--- src/rtl/pipe_pkg.sv ---
`default_nettype none
// +--------------------------------------------------------------------+
// | pipe_pkg: shared pipeline-stage types, NOP constant, bubble helper |
// | Revision: 1.0                                                      |
// +--------------------------------------------------------------------+
package pipe_pkg;

    localparam logic [31:0] NOP_INSTR = 32'h0000_0013;

    typedef struct packed {
        logic [31:0] instr;
        logic [31:0] pc;
        logic        rd_wren;
    } stage_hdr_t;

    typedef struct packed {
        logic [31:0] imm;
        logic [31:0] rs1_val;
        logic [31:0] rs2_val;
    } id_ex_payload_t;

    typedef struct packed {
        logic [31:0] alu_res;
        logic [31:0] st_data;
        logic [1:0]  wb_sel;
        logic [29:0] rsvd;
    } ex_mem_payload_t;

    function automatic logic [31:0] bubble_instr(input logic        valid,
                                                 input logic [31:0] instr,
                                                 input logic [31:0] nop);
        return valid ? instr : nop;
    endfunction

endpackage
`default_nettype wire

--- src/rtl/pipe_slot.sv ---
`default_nettype none
// +--------------------------------------------------------------------+
// | pipe_slot: one pipeline storage entry with valid bit               |
// | Revision: 1.0                                                      |
// +--------------------------------------------------------------------+
module pipe_slot #(
    parameter int W = 1
) (
    input  logic         clk_i,
    input  logic         reset_ni,
    input  logic         flush_i,
    input  logic         load_i,
    input  logic         clear_i,
    input  logic [W-1:0] d_i,
    output logic         valid_o,
    output logic [W-1:0] q_o
);

    always_ff @(posedge clk_i or negedge reset_ni) begin
        if (!reset_ni) begin
            valid_o <= 1'b0;
            q_o     <= '0;
        end else if (flush_i) begin
            valid_o <= 1'b0;
        end else if (load_i) begin
            valid_o <= 1'b1;
            q_o     <= d_i;
        end else if (clear_i) begin
            valid_o <= 1'b0;
        end
    end

endmodule
`default_nettype wire

--- src/rtl/pipe_stage_reg.sv ---
`default_nettype none
// +--------------------------------------------------------------------+
// | pipe_stage_reg: valid/ready pipeline register, optional skid entry |
// | Revision: 1.0                                                      |
// +--------------------------------------------------------------------+
module pipe_stage_reg
    import pipe_pkg::*;
#(
    parameter int          DATA_W    = 96,
    parameter int          SKID      = 1,
    parameter logic [31:0] NOP_INSTR = pipe_pkg::NOP_INSTR
) (
    input  logic              clk_i,
    input  logic              reset_ni,
    input  logic              flush_i,
    input  logic              valid_i,
    output logic              ready_o,
    input  logic [31:0]       instr_i,
    input  logic [31:0]       pc_i,
    input  logic              rd_wren_i,
    input  logic [DATA_W-1:0] data_i,
    output logic              valid_o,
    input  logic              ready_i,
    output logic [31:0]       instr_o,
    output logic [31:0]       pc_o,
    output logic              rd_wren_o,
    output logic [DATA_W-1:0] data_o
);

    typedef struct packed {
        stage_hdr_t          hdr;
        logic [DATA_W-1:0]   data;
    } entry_t;

    localparam int ENT_W = $bits(entry_t);

    entry_t in_ent;
    entry_t m_d;
    entry_t m_q;
    logic   m_valid;
    logic   m_load;
    logic   m_clear;
    logic   accept;
    logic   issue;

    assign in_ent.hdr.instr   = instr_i;
    assign in_ent.hdr.pc      = pc_i;
    assign in_ent.hdr.rd_wren = rd_wren_i;
    assign in_ent.data        = data_i;

    assign accept = valid_i & ready_o;
    assign issue  = m_valid & ready_i;

    pipe_slot #(.W(ENT_W)) u_main (
        .clk_i    (clk_i),
        .reset_ni (reset_ni),
        .flush_i  (flush_i),
        .load_i   (m_load),
        .clear_i  (m_clear),
        .d_i      (m_d),
        .valid_o  (m_valid),
        .q_o      (m_q)
    );

    generate
        if (SKID == 0) begin : g_single
            assign ready_o = ready_i | ~m_valid;
            assign m_load  = accept;
            assign m_clear = issue;
            assign m_d     = in_ent;
        end else begin : g_skid
            logic   s_valid;
            entry_t s_q;
            logic   s_load;
            logic   s_clear;

            // Registered ready: only the skid occupancy gates upstream.
            assign ready_o = ~s_valid;
            // Refill main from skid first; a new accept can only target main
            // when skid is empty (ready_o guarantees that).
            assign m_load  = (issue & s_valid) | (accept & (~m_valid | issue));
            assign m_clear = issue & ~m_load;
            assign m_d     = s_valid ? s_q : in_ent;
            assign s_load  = accept & m_valid & ~issue;
            assign s_clear = issue & s_valid;

            pipe_slot #(.W(ENT_W)) u_skid (
                .clk_i    (clk_i),
                .reset_ni (reset_ni),
                .flush_i  (flush_i),
                .load_i   (s_load),
                .clear_i  (s_clear),
                .d_i      (in_ent),
                .valid_o  (s_valid),
                .q_o      (s_q)
            );
        end
    endgenerate

    assign valid_o   = m_valid;
    assign instr_o   = bubble_instr(m_valid, m_q.hdr.instr, NOP_INSTR);
    assign rd_wren_o = m_valid & m_q.hdr.rd_wren;
    assign pc_o      = m_q.hdr.pc;
    assign data_o    = m_q.data;

endmodule
`default_nettype wire

--- config.mk ---
export PLATFORM = sky130hd
export DESIGN_NAME = pipe_stage_reg
export DESIGN_NICKNAME = d
export VERILOG_FILES = /design/src/rtl/pipe_pkg.sv /design/src/rtl/pipe_slot.sv /design/src/rtl/pipe_stage_reg.sv
export SDC_FILE = /design/constraint.sdc
export NUM_CORES = 1
export LEC_CHECK = 0
export CORE_MARGIN = 10
export CORE_UTILIZATION = 55
export CTS_CLUSTER_DIAMETER = 100
export CTS_CLUSTER_SIZE = 16
export DETAILED_ROUTE_END_ITERATION = 12
export PLACE_DENSITY = 0.86
export SLEW_MARGIN = 20
export SYNTH_ARGS = -nofsm -noshare
export SYNTH_HDL_FRONTEND = slang
export SYNTH_SLANG_ARGS = --single-unit
--- constraint.sdc ---
create_clock -name clk_i -period 5.6 [get_ports clk_i]
set_clock_uncertainty 0.2 [all_clocks]
set_input_delay 1.12 -clock clk_i [delete_from_list [all_inputs] [get_ports clk_i]]
set_output_delay 1.12 -clock clk_i [all_outputs]
set_load 0.02 [all_outputs]
==> key figures, run 1 <==
Detailed routing
  • Total iterations of the first detailed-routing run: 4
  • WL/cell: 21.14 um
  • Number of nets with antenna violations after detailed routing: 0
  • Overall via count from detail_route: 8419
  • Vias per Instance: 5.400
  • Total wirelength of the detailed-routed design: 32960 um
  • DR iter-0 viols: 391
  • DRC Markers: 0

STA
  • Shortest period the worst path allows: 3.499 ns
  • Sum of negative setup slack: 0 ns
  • Final setup fails: 0
  • Tcrit/Tclk final: 62.49%
  • Max frequency: 285.8 MHz
  • Worst slew slack as a fraction of its limit: 33.73%
  • Slew at the pin closest to its max-slew limit: 0.9941 ns
  • Setup repair after global routing missed its margin: false
  • Hold Vio Cnt, Final: 0
  • Worst Hold Margin: 0.2881 ns
  • Slew Viols, Final: 0

Synthesis
  • Top-count cell post-synth: mux2_2
  • Post-Syn Area: 0.01512 sq mm
  • Top post-synthesis cells by area: dfrtp_1 54%, mux2_2 29%, buf_4 6.9%
  • Number of nets in the synthesized netlist: 1203
  • Number of flip-flops and latches in the synthesized netlist: 324
  • Count of distinct cell types in the synthesized netlist: 19
  • Count of yosys warnings during synthesis: 0
  • Top post-synthesis cells by count: 393 x mux2_2, 324 x dfrtp_1, 138 x buf_4, 90 x mux2_1, 30 x and2_1
  • Syn Inst Count: 1037
  • Primary flip-flop cell chosen by synthesis mapping: dfrtp_1
  • Top-area cell type share of the netlist area: 53.61%
  • Post-synth top area cell: dfrtp_1
  • Synthesized area per cell: 14.58 sq um
  • Part of the Yosys area used for sequential elements: 53.61%
  • Post-synth EDFFs: 0
  • Fraction of synthesis flops using an asynchronous set or reset pin: 100.0%

Global routing
  • Number of global-route vias before repair: 9158
  • Number of antenna violations at the first check in global routing: 2
  • Met2 Resource Use GR: 32.77%
  • Met1 track demand over resource: 22.14%
  • Highest-utilization routing layer at the global route stage: met2
  • Grt total ovfl: 0
  • Maximum number of pins on one net before global-route repair: 126
  • Wire length of the first global-routing pass: 51320 um
  • GRT Util Overall: 18.70%
  • GRT met3 Usage: 4.757%

Floorplanning
  • Placeable core region: 0.02703 sq mm
  • Io pins: 329
  • Die W: 185.8 um
  • Die outline height: 185.8 um
  • Die area: 0.03453 sq mm
  • Floorplan row count: 60
  • Effective utilization at floorplan: 55.96%

Power
  • Leakage component of the power: 7.652 nW
  • Part of the power in combinational logic: 28.4%
  • Psw: 1.937 mW
  • Portion of total power attributed to sequential cells: 48.5%
  • Switching part of the total: 28.42%
  • Maximum resistive drop on vdd: 0.2577 mV
  • Design internal power: 4.878 mW
  • P per Cell Area: 371.7 mW/mm^2
  • Clk network pwr share: 23.1%

Critical path
  • Data arrival, critical path: 2.18 ns
  • Worst endpoint required time: 4.28 ns
  • Crit path kind: flip-flop to primary output
  • Endpoint class of the critical path: primary output
  • Cell count of the worst reg-to-reg path: 4
  • Crit start category: flip-flop
  • Largest fanout on the critical path: 40

Placement
  • Quantity of I/O buffers inserted on ports: 328
  • Final weighted congestion in routability-driven placement: 0.7764
  • Post-DP HPWL: 22720 um
  • Post-detailed-placement cell area: 0.01768 sq mm

Cells and area
  • Combined area of the multi-input logic cells: 0.005722 sq mm
  • Ratio of cells with drive above 1 in the final layout: 35.64%
  • Post-route cell area: 0.01833 sq mm
  • Utilization after layout: 67.83%
  • Area Growth Syn to Fin: 21.22%
  • Filler cell count: 1896
  • FF+latch area: 0.008113 sq mm
  • Number of nets in the final layout: 1380

Worst hold path
  • Depth of the worst hold-timing path: 1
  • Path category of the worst min-delay check: flip-flop to flip-flop

Clock network
  • Worst-path clk slew: 0.07 ns
  • Total setup buffers inserted after CTS: 0
  • Total clock buffers created by CTS: 24
  • H-tree depth: 1
  • Post_cts resized: 0
  • CTS Hold Bufs: 0
  • CTS root buffer: clkbuf_16
  • Total number of clock tree sinks: 324
  • Maximum number of buffers from clock root to sink: 3
  • Worst-skew pair later-pin latency: 0.53 ns
  • TritonCTS clock tree: done

Outcome
  • Status: finished clean

Job
  • Count of maximum capacitance violations: 0
[stage by stage]
| step | worst slack (ns) | power [mW] | std cells |
|---|---|---|---|
| finish | 2.101 | 6.815 | 1559 |
| global route | 1.959 | 7.162 | 1558 |
| CTS | 1.668 | 6.907 | 1556 |
| detailed placement | 1.797 | 5.313 | 1529 |
| global placement | 1.820 | 5.222 | 1529 |
| floorplan | 2.916 | 4.674 | 1037 |
[worst max-delay path, stage by stage (launching register included)]
cell	delay (ns)
dfrtp_2	0.76
and2_1	0.24
clkdlybuf4s50_1	0.65
[kinds of logic (layout without fill, tap and decap cells)]
logic type,count (synthesis),in the layout,synth area share (%)
compound gates,5,5,0.2316
other cells,0,3,0
buf+inv,187,365,8.629
flops,324,324,53.61
mux,483,483,35.96
simple gates,38,38,1.564
[final timing paths]
| check | startpoint | end | slack (ns) |
|---|---|---|---|
| max | u_main.valid_o | instr_o[30] | 2.10 |
| min | g_skid.u_skid.q_o[74] | g_skid.u_skid.q_o[74] | 0.29 |
| max reg2reg | g_skid.u_skid.valid_o | g_skid.u_skid.q_o[51] | 2.59 |
| min reg2reg | g_skid.u_skid.q_o[74] | g_skid.u_skid.q_o[74] | 0.29 |
| max in group asynchronous | reset_ni | u_main.q_o[46] | 3.55 |
| min in group asynchronous | reset_ni | u_main.q_o[127] | 0.44 |
[metal layers]
metal	vias up	part of all wire, %
met5	-	0
met3	47	6.5
li1	3841	-
met2	199	51
met1	4332	40
met4	0	2.7
[cells in the final DEF (no fill, tap or decap), types with 2 or more instances in the layout]
master / n
clkdlybuf4s50_1: 327
clkbuf_16: 25
mux2_2: 393
inv_1: 2
nand2b_1: 4
buf_12: 5
dfrtp_1: 322
mux2_1: 90
buf_4: 3
a21oi_1: 2
diode_2: 3
and2_1: 30
[registers in the layout, summed over array words and instances (netlist names)]
signal,count
g_skid.u_skid.valid_o,1
g_skid.u_skid.q_o,161
u_main.valid_o,1
u_main.q_o,161
[cell type report]
class / instances / share of cell area (%)
flip-flops and latches: 324 / 44.25
multi-input cells: 526 / 31.21
repair buffers: 336 / 18.60
clock buffers: 26 / 3.433
well taps: 341 / 2.327
clock inverters: 1 / 0.08873
inverters: 2 / 0.04095
diodes: 3 / 0.04095
[power by group through the flow]
stage                     Clock, mW  Sequential, mW  Combinational, mW
after global placement            0            3.31               1.91
after detailed placement          0            3.35               1.96
final                          1.58            3.31               1.93
after floorplan                   0            3.21               1.46
after CTS                      1.63            3.31               1.97
after global routing           1.71            3.39               2.06
Note: power is estimated with default switching activity, not from simulation.
==> run 2, diff against run 1 <==
Settings changed: CORE_UTILIZATION 55 to 46, PLACE_DENSITY 0.86 to 0.76.
Clock period 5.6 ns to 3.2 ns, I/O delays scaled along.
==> key figures, run 2 (synthesized netlist as in run 1, its figures left out) <==
STA
  • Sum of negative setup slack: 0 ns
  • Slew at the pin closest to its max-slew limit: 0.8777 ns
  • Setup repair after global routing missed its margin: false
  • Setup WS post-layout: 0.3405 ns
  • Slew Viols, Final: 0
  • Hold Vio Cnt, Final: 0
  • Tcrit/Tclk final: 89.36%
  • Max frequency: 349.7 MHz
  • Shortest period the worst path allows: 2.860 ns
  • Final setup fails: 0
  • Worst slew slack as a fraction of its limit: 41.49%

Detailed routing
  • Overall via count from detail_route: 8435
  • Vias per Instance: 5.048
  • DR iter-0 viols: 195
  • DRC Markers: 0
  • Total wirelength of the detailed-routed design: 33600 um
  • Total iterations of the first detailed-routing run: 4
  • WL/cell: 20.11 um
  • Number of nets with antenna violations after detailed routing: 0

Floorplanning
  • Die W: 201.3 um
  • Io pins: 329
  • Die outline height: 201.3 um
  • Die area: 0.04053 sq mm
  • Placeable core region: 0.03245 sq mm
  • Floorplan row count: 66
  • Effective utilization at floorplan: 46.60%

Clock network
  • Maximum number of buffers from clock root to sink: 3
  • Post_cts resized: 0
  • CTS root buffer: clkbuf_16
  • Worst-skew pair later-pin latency: 0.52 ns
  • Total number of clock tree sinks: 324
  • TritonCTS clock tree: done
  • Total clock buffers created by CTS: 24
  • H-tree depth: 1
  • Worst-path clk slew: 0.08 ns

Job
  • Count of maximum capacitance violations: 0

Critical path
  • Crit path kind: flip-flop to primary output
  • Cell breakdown of the critical path: buf_4 > and2_1 > clkdlybuf4s50_1
  • Critical Path Slowest Stage Cell: clkdlybuf4s50_1
  • Worst endpoint required time: 2.36 ns
  • Data arrival, critical path: 2.02 ns
  • Endpoint class of the critical path: primary output
  • Critical Path Max Stage Delay: 0.63 ns
  • Crit start category: flip-flop
  • Largest fanout on the critical path: 30

Global routing
  • Grt total ovfl: 0
  • Maximum number of pins on one net before global-route repair: 89
  • Number of global-route vias before repair: 9214
  • Number of antenna violations at the first check in global routing: 5
  • Wire length of the first global-routing pass: 53450 um
  • GRT Util Overall: 16.15%

Outcome
  • Status: finished clean

Cells and area
  • Filler cell count: 2618
  • Most common library cell in the layout ignoring fill and taps: mux2_2
  • Post-route cell area: 0.01858 sq mm
  • Ratio of cells with drive above 1 in the final layout: 36.00%
  • Commonest non-fill, non-tap cells in the layout: 393 x mux2_2, 327 x clkdlybuf4s50_1, 323 x dfrtp_1, 90 x mux2_1, 30 x and2_1
  • Top flop regs: g_skid.u_skid.q_o (161), u_main.q_o (161)
  • Area Growth Syn to Fin: 22.83%
  • Number of nets in the final layout: 1390

Power
  • Clk network pwr share: 23.1%
  • Psw: 3.369 mW
  • Maximum resistive drop on vdd: 0.4728 mV
  • P per Cell Area: 641.6 mW/mm^2
  • Leakage component of the power: 7.717 nW
  • Portion of total power attributed to sequential cells: 48.2%
  • Design internal power: 8.549 mW
  • Part of the power in combinational logic: 28.7%
  • Switching part of the total: 28.27%

Placement
  • Final weighted congestion in routability-driven placement: 0.7393
  • Quantity of I/O buffers inserted on ports: 328
  • Post-detailed-placement cell area: 0.01791 sq mm
  • Post-DP HPWL: 23370 um
  • Post-Place Worst Slack: 0.3741 ns

Worst hold path
  • Path category of the worst min-delay check: flip-flop to flip-flop
run 2: changes by cell type in the layout (fill, tap and decap cells not counted):
cell	change
dfrtp_2	-1
dlygate4sd3_1	+1
diode_2	+1
buf_4	+6
dfrtp_1	+1
buf_12	+3
run 2: through the flow:
step | utilization (%) | hold slack (ns) | instances | power (mW)
3_5_place_dp | 55.19 | 0.2766 | 1639 | 9.306
6_report | 57.24 | 0.2886 | 1671 | 11.92
4_1_cts | 57.21 | 0.2927 | 1667 | 12.11
2_1_floorplan | - | 0.1444 | 1037 | 8.179
5_1_grt | 57.23 | 0.3010 | 1670 | 12.56
3_3_place_gp | 55.19 | 0.2674 | 1639 | 9.174
run 2: power groups by stage:
stage	clock, mW	sequential (mW)	combinational (mW)
floorplan	0	5.62	2.56
global placement	0	5.78	3.39
detailed placement	0	5.83	3.47
CTS	2.87	5.76	3.49
global route	3.01	5.89	3.66
finish	2.75	5.75	3.42
run 2: layout make-up:
class	count	area, sq um	area share (%)
inverters	2	7.507	0.04041
clock buffers	26	629.4	3.388
diodes	4	10.01	0.05389
flip-flops and latches	324	8112	43.67
clock inverters	1	16.27	0.08757
repair buffers	346	3526	18.98
multi-input cells	526	5722	30.80
well taps	442	553.0	2.977
run 2: layer usage:
metal / vias up / global-route usage [%] / part of all wire, %
met3: 44 / 4.080 / 5.5
met2: 188 / 27.78 / 50
li1: 3852 / - / -
met1: 4349 / 19.69 / 42
met4: 2 / 4.510 / 2.6
met5: - / 0 / 0.039
run 2: critical path: cells and delay by family (launching register included):
kind | cells | cell delay (ns)
buffers and inverters | 2 | 0.90
and+or+nand+nor | 1 | 0.21
DFF | 1 | 0.36
run 2: worst paths after layout:
check	slack, ns	depth (start not counted)	startpoint	end
max	0.34	3	u_main.valid_o	instr_o[21]
min	0.29	1	g_skid.u_skid.q_o[48]	g_skid.u_skid.q_o[48]
max reg2reg	0.70	5	g_skid.u_skid.valid_o	u_main.q_o[160]
min reg2reg	0.29	1	g_skid.u_skid.q_o[48]	g_skid.u_skid.q_o[48]
max in group asynchronous	1.49	4	reset_ni	g_skid.u_skid.q_o[124]
min in group asynchronous	0.45	2	reset_ni	g_skid.u_skid.q_o[139]
run 2: repair_timing:
| action | 4_1_cts | 5_1_grt |
|---|---|---|
| buffers inserted | 0 | 0 |
| hold buffers | 1 | 0 |
| endpoints found under the hold margin | 52 | 0 |
| endpoints found under the setup margin | 0 | 0 |
==> run 3, diff against run 2 <==
Settings changed: CTS_CLUSTER_SIZE 16 to 10, SLEW_MARGIN 20 to 30.
==> key figures, run 3 (synthesized netlist as in run 1, its figures left out) <==
Floorplanning
  • Floorplan row count: 66
  • Placeable core region: 0.03245 sq mm
  • Die area: 0.04053 sq mm
  • Effective utilization at floorplan: 46.60%
  • Die outline height: 201.3 um
  • Die W: 201.3 um
  • Io pins: 329

Detailed routing
  • WL/cell: 20.15 um
  • Total iterations of the first detailed-routing run: 4
  • Number of nets with antenna violations after detailed routing: 0
  • DR iter-0 viols: 263
  • Total wirelength of the detailed-routed design: 34040 um
  • DRC Markers: 0
  • Overall via count from detail_route: 8487
  • Vias per Instance: 5.025

Global routing
  • Maximum number of pins on one net before global-route repair: 89
  • Met1 track demand over resource: 19.62%
  • Number of antenna violations at the first check in global routing: 7
  • GRT met3 Usage: 4.771%
  • Wire length of the first global-routing pass: 54090 um
  • GRT Util Overall: 16.38%
  • Grt total ovfl: 0
  • Number of global-route vias before repair: 9409
  • Highest-utilization routing layer at the global route stage: met2
  • Met2 Resource Use GR: 27.86%

Job
  • Count of maximum capacitance violations: 0

STA
  • Final setup fails: 0
  • Hold Vio Cnt, Final: 0
  • Shortest period the worst path allows: 2.846 ns
  • Setup repair after global routing missed its margin: false
  • Max frequency: 351.3 MHz
  • Sum of negative setup slack: 0 ns
  • Slew Viols, Final: 0
  • Tcrit/Tclk final: 88.95%
  • Worst slew slack as a fraction of its limit: 43.14%
  • Slew at the pin closest to its max-slew limit: 0.8530 ns

Critical path
  • Endpoint class of the critical path: primary output
  • Startpoint of the worst register-to-register path: g_skid.u_skid.valid_o
  • Crit path kind: flip-flop to primary output
  • Largest fanout on the critical path: 30
  • Worst endpoint required time: 2.36 ns
  • Data arrival, critical path: 2.01 ns
  • Origin of the worst setup path: u_main.valid_o
  • Crit start category: flip-flop

Power
  • Maximum resistive drop on vdd: 0.4199 mV
  • Leakage component of the power: 7.890 nW
  • P per Cell Area: 679.0 mW/mm^2
  • Total Power: 12.85 mW

Cells and area
  • Combined area of the multi-input logic cells: 0.005722 sq mm
  • Filler cell count: 2583
  • Commonest non-fill, non-tap cells in the layout: 393 x mux2_2, 327 x clkdlybuf4s50_1, 323 x dfrtp_1, 90 x mux2_1, 38 x clkbuf_16
  • Top flop regs: g_skid.u_skid.q_o (161), u_main.q_o (161)
  • Most common library cell in the layout ignoring fill and taps: mux2_2
  • Area Growth Syn to Fin: 25.18%
  • FF+latch area: 0.008112 sq mm
  • Ratio of cells with drive above 1 in the final layout: 36.83%
  • Utilization after layout: 58.34%
  • Post-route cell area: 0.01893 sq mm
  • Number of nets in the final layout: 1404

Placement
  • Quantity of I/O buffers inserted on ports: 328
  • Post-DP HPWL: 23370 um
  • Post-detailed-placement cell area: 0.01791 sq mm
  • Final weighted congestion in routability-driven placement: 0.7393

Clock network
  • CTS Hold Bufs: 1
  • TritonCTS clock tree: done
  • CTS root buffer: clkbuf_16
  • Total number of clock tree sinks: 324
  • Total setup buffers inserted after CTS: 0
  • Maximum number of buffers from clock root to sink: 3
  • H-tree depth: 2
  • Total clock buffers created by CTS: 38
  • Worst-skew pair later-pin latency: 0.52 ns
  • Post_cts resized: 0
  • Worst-path clk slew: 0.06 ns

Outcome
  • Status: finished clean

Worst hold path
  • Source of the worst hold timing path: g_skid.u_skid.q_o[48]
  • Path category of the worst min-delay check: flip-flop to flip-flop
==> run 3: cell types whose count changed in the layout (fill, tap and decap cells not counted) <==
cell       change
clkbuf_16     +13
clkinv_4       +1
diode_2        +2
inv_6          +2
==> run 3: final timing paths <==
check / slack [ns] / end / cells past startpoint
max reg2reg: 0.71 / u_main.q_o[64] / 4
min reg2reg: 0.28 / g_skid.u_skid.q_o[48] / 1
min in group asynchronous: 0.46 / u_main.q_o[124] / 2
max: 0.35 / instr_o[14] / 3
max in group asynchronous: 1.48 / u_main.q_o[125] / 4
min: 0.28 / g_skid.u_skid.q_o[48] / 1
==> run 3: area by class of cell <==
| class | count | area share (%) |
|---|---|---|
| Antenna cell | 6 | 0.07931 |
| Clock buffer | 39 | 5.043 |
| Clock inverter | 4 | 0.2247 |
| Inverter | 2 | 0.03965 |
| Multi-Input combinational cell | 526 | 30.22 |
| Sequential cell | 324 | 42.85 |
| Tap cell | 442 | 2.921 |
| Timing Repair Buffer | 346 | 18.62 |
==> run 3: report_power, final <==
| part | internal [mW] | total (mW) | switching [mW] |
|---|---|---|---|
| Combinational | 1.96 | 3.42 | 1.45 |
| Clock | 2.11 | 3.67 | 1.56 |
| Sequential | 5.21 | 5.76 | 0.558 |
| Total | 9.28 | 12.9 | 3.57 |
==> run 3: routing by layer <==
metal	up-vias	part of all wire, %	wire [um]
li1	3889	-	-
met2	208	50	16910
met3	51	6.1	2062
met4	2	2.3	790
met1	4337	42	14260
met5	-	0.038	13
==> run 3: worst max-delay path: stages (launching register included) <==
cell and delay [ns]:
dfrtp_1 0.36, buf_4 0.28, and2_1 0.21, clkdlybuf4s50_1 0.64
==> run 3: through the flow <==
step	setup WS [ns]	instances	hold WS (ns)
floorplan	0.9963	1037	0.1444
global placement	0.4288	1639	0.2674
detailed placement	0.3741	1639	0.2766
CTS	0.3234	1683	0.2885
global route	0.2559	1688	0.2950
finish	0.3536	1689	0.2841
==> variant (config.mk and constraints of run 3) <==
Make the reset (`reset_ni`) synchronous in one clocked block.
--- a/src/rtl/pipe_slot.sv
+++ b/src/rtl/pipe_slot.sv
@@ -16,7 +16,7 @@
     output logic [W-1:0] q_o
 );
 
-    always_ff @(posedge clk_i or negedge reset_ni) begin
+    always_ff @(posedge clk_i) begin
         if (!reset_ni) begin
             valid_o <= 1'b0;
             q_o     <= '0;
Behaviour: differs if reset_ni is asserted again (counterexample within 4 cycles, from zero or initial values and one cycle with reset_ni low); with reset_ni held inactive, the same outputs for 4 cycles.
==> variant against run 3 <==
Die area increased by 4.0%; routed wire length is 13% higher; area after synthesis up 4.5%; cell area rose by 3.5%; sequential cell count unchanged; setup slack gained 0.086 ns.
Power is not compared: it rests on default switching activity, and its combinational part moved more than twofold at a synthesized area within 25%.
==> variant: results (changes against run 3) <==
| Metric | Value |
|---|---|
| Outcome | `complete, no violations` |
| FFs w/ async S/R, synth | `0 (-1.00)` |
| Number of global-route vias before repair | `11,500 (+22%)` |
| Gp weighted congestion | `0.780 (+5.6%)` |
| Hold_sp | `g_skid.u_skid.q_o[16]$_SDFFE_PN0P_` |
| Compound-Gate Fraction of Synth Area | `0.00182 (-0.000495)` |
| First-pass GRT wire length | `61.3 mm (+13%)` |
| Router iterations before antenna repair | `5 (+1)` |
| Mux cell area share after synthesis | `0.319 (-0.0409)` |
| Critical path data arrival time | `1.92 ns (-0.09 ns)` |
| Layout cell share with drive strength beyond 1 | `0.129 (-0.239)` |
| Post-DP HPWL | `27.0 mm (+16%)` |
| Routed len/inst | `16.3 um (-19%)` |
| Register area share after synthesis | `0.411 (-0.126)` |
| Crit-path max FO | `25 (-17%)` |
| Slew margin rel. | `0.339 (-0.0928)` |
| Yosys cell types | `18 (-1)` |
| GRT Total Usage | `0.175 (+0.0116)` |
| Syn_nets | `1,919 (+60%)` |
| Synth cell count leaders | `nand2_1, dfxtp_1, mux2i_1` |
| Setup WS pre-CTS | `0.491 ns (+0.117 ns)` |
| FF-to-FF Start | `u_main.valid_o$_SDFFE_PP0P_` |
| Routed met1 length | `16.5 mm (+15%)` |
| Vias per cell | `4.93 (-1.9%)` |
| Synth top area cells | `dfxtp_1, mux2i_1, nand2_1, mux2_2, buf_4` |
-- variant: final cells by class --
cell class	count	area (um^2)
Fill cell	2924	14100
Multi-Input combinational cell	1169	7730
Sequential cell	324	6490
Timing Repair Buffer	366	3800
Clock buffer	39	955
Tap cell	448	561
Clock inverter	4	42.5
Antenna cell	4	10.0
Inverter	2	7.51
-- variant: logic make-up (layout without fill, tap and decap cells) --
kind of cell / after synthesis / after routing
AND/OR/NAND/NOR: 682 / 682
multiplexers: 483 / 483
flip-flops: 324 / 324
buffers and inverters: 260 / 411
AO/OA/AOI/OAI: 4 / 4
other: 0 / 4
-- variant: worst max-delay path, delay by kind of cell (launching register included) --
family | cells | cell delay (ns)
flip-flops | 1 | 0.33
buffers and inverters | 2 | 0.87
AND/OR/NAND/NOR | 1 | 0.20
-- variant: worst paths after layout --
path	cells past startpoint	slack (ns)	end
worst max register to register	6	1.05	g_skid.u_skid.q_o[71]$_SDFFE_PN0P_
worst max-delay path	3	0.44	instr_o[27]
worst min register to register	2	0.25	g_skid.u_skid.q_o[16]$_SDFFE_PN0P_
worst min-delay path	2	0.25	g_skid.u_skid.q_o[16]$_SDFFE_PN0P_
-- variant: through the flow --
step | cell area, um^2 | hold WS, ns | utilization | std cells
detailed placement | 18600 | 0.246 | 0.552 | 2309
CTS | 19600 | 0.256 | 0.581 | 2352
floorplan | 15800 | 0.231 | - | 1753
finish | 19600 | 0.252 | 0.581 | 2356
global placement | 18600 | 0.238 | 0.552 | 2309
global route | 19600 | 0.269 | 0.581 | 2355
-- variant: layer usage --
| layer | up-vias | track usage |
|---|---|---|
| met2 | 229 | 0.300 |
| li1 | 5875 | - |
| met5 | - | 0 |
| met1 | 5461 | 0.214 |
| met4 | 2 | 0.0496 |
| met3 | 48 | 0.0434 |
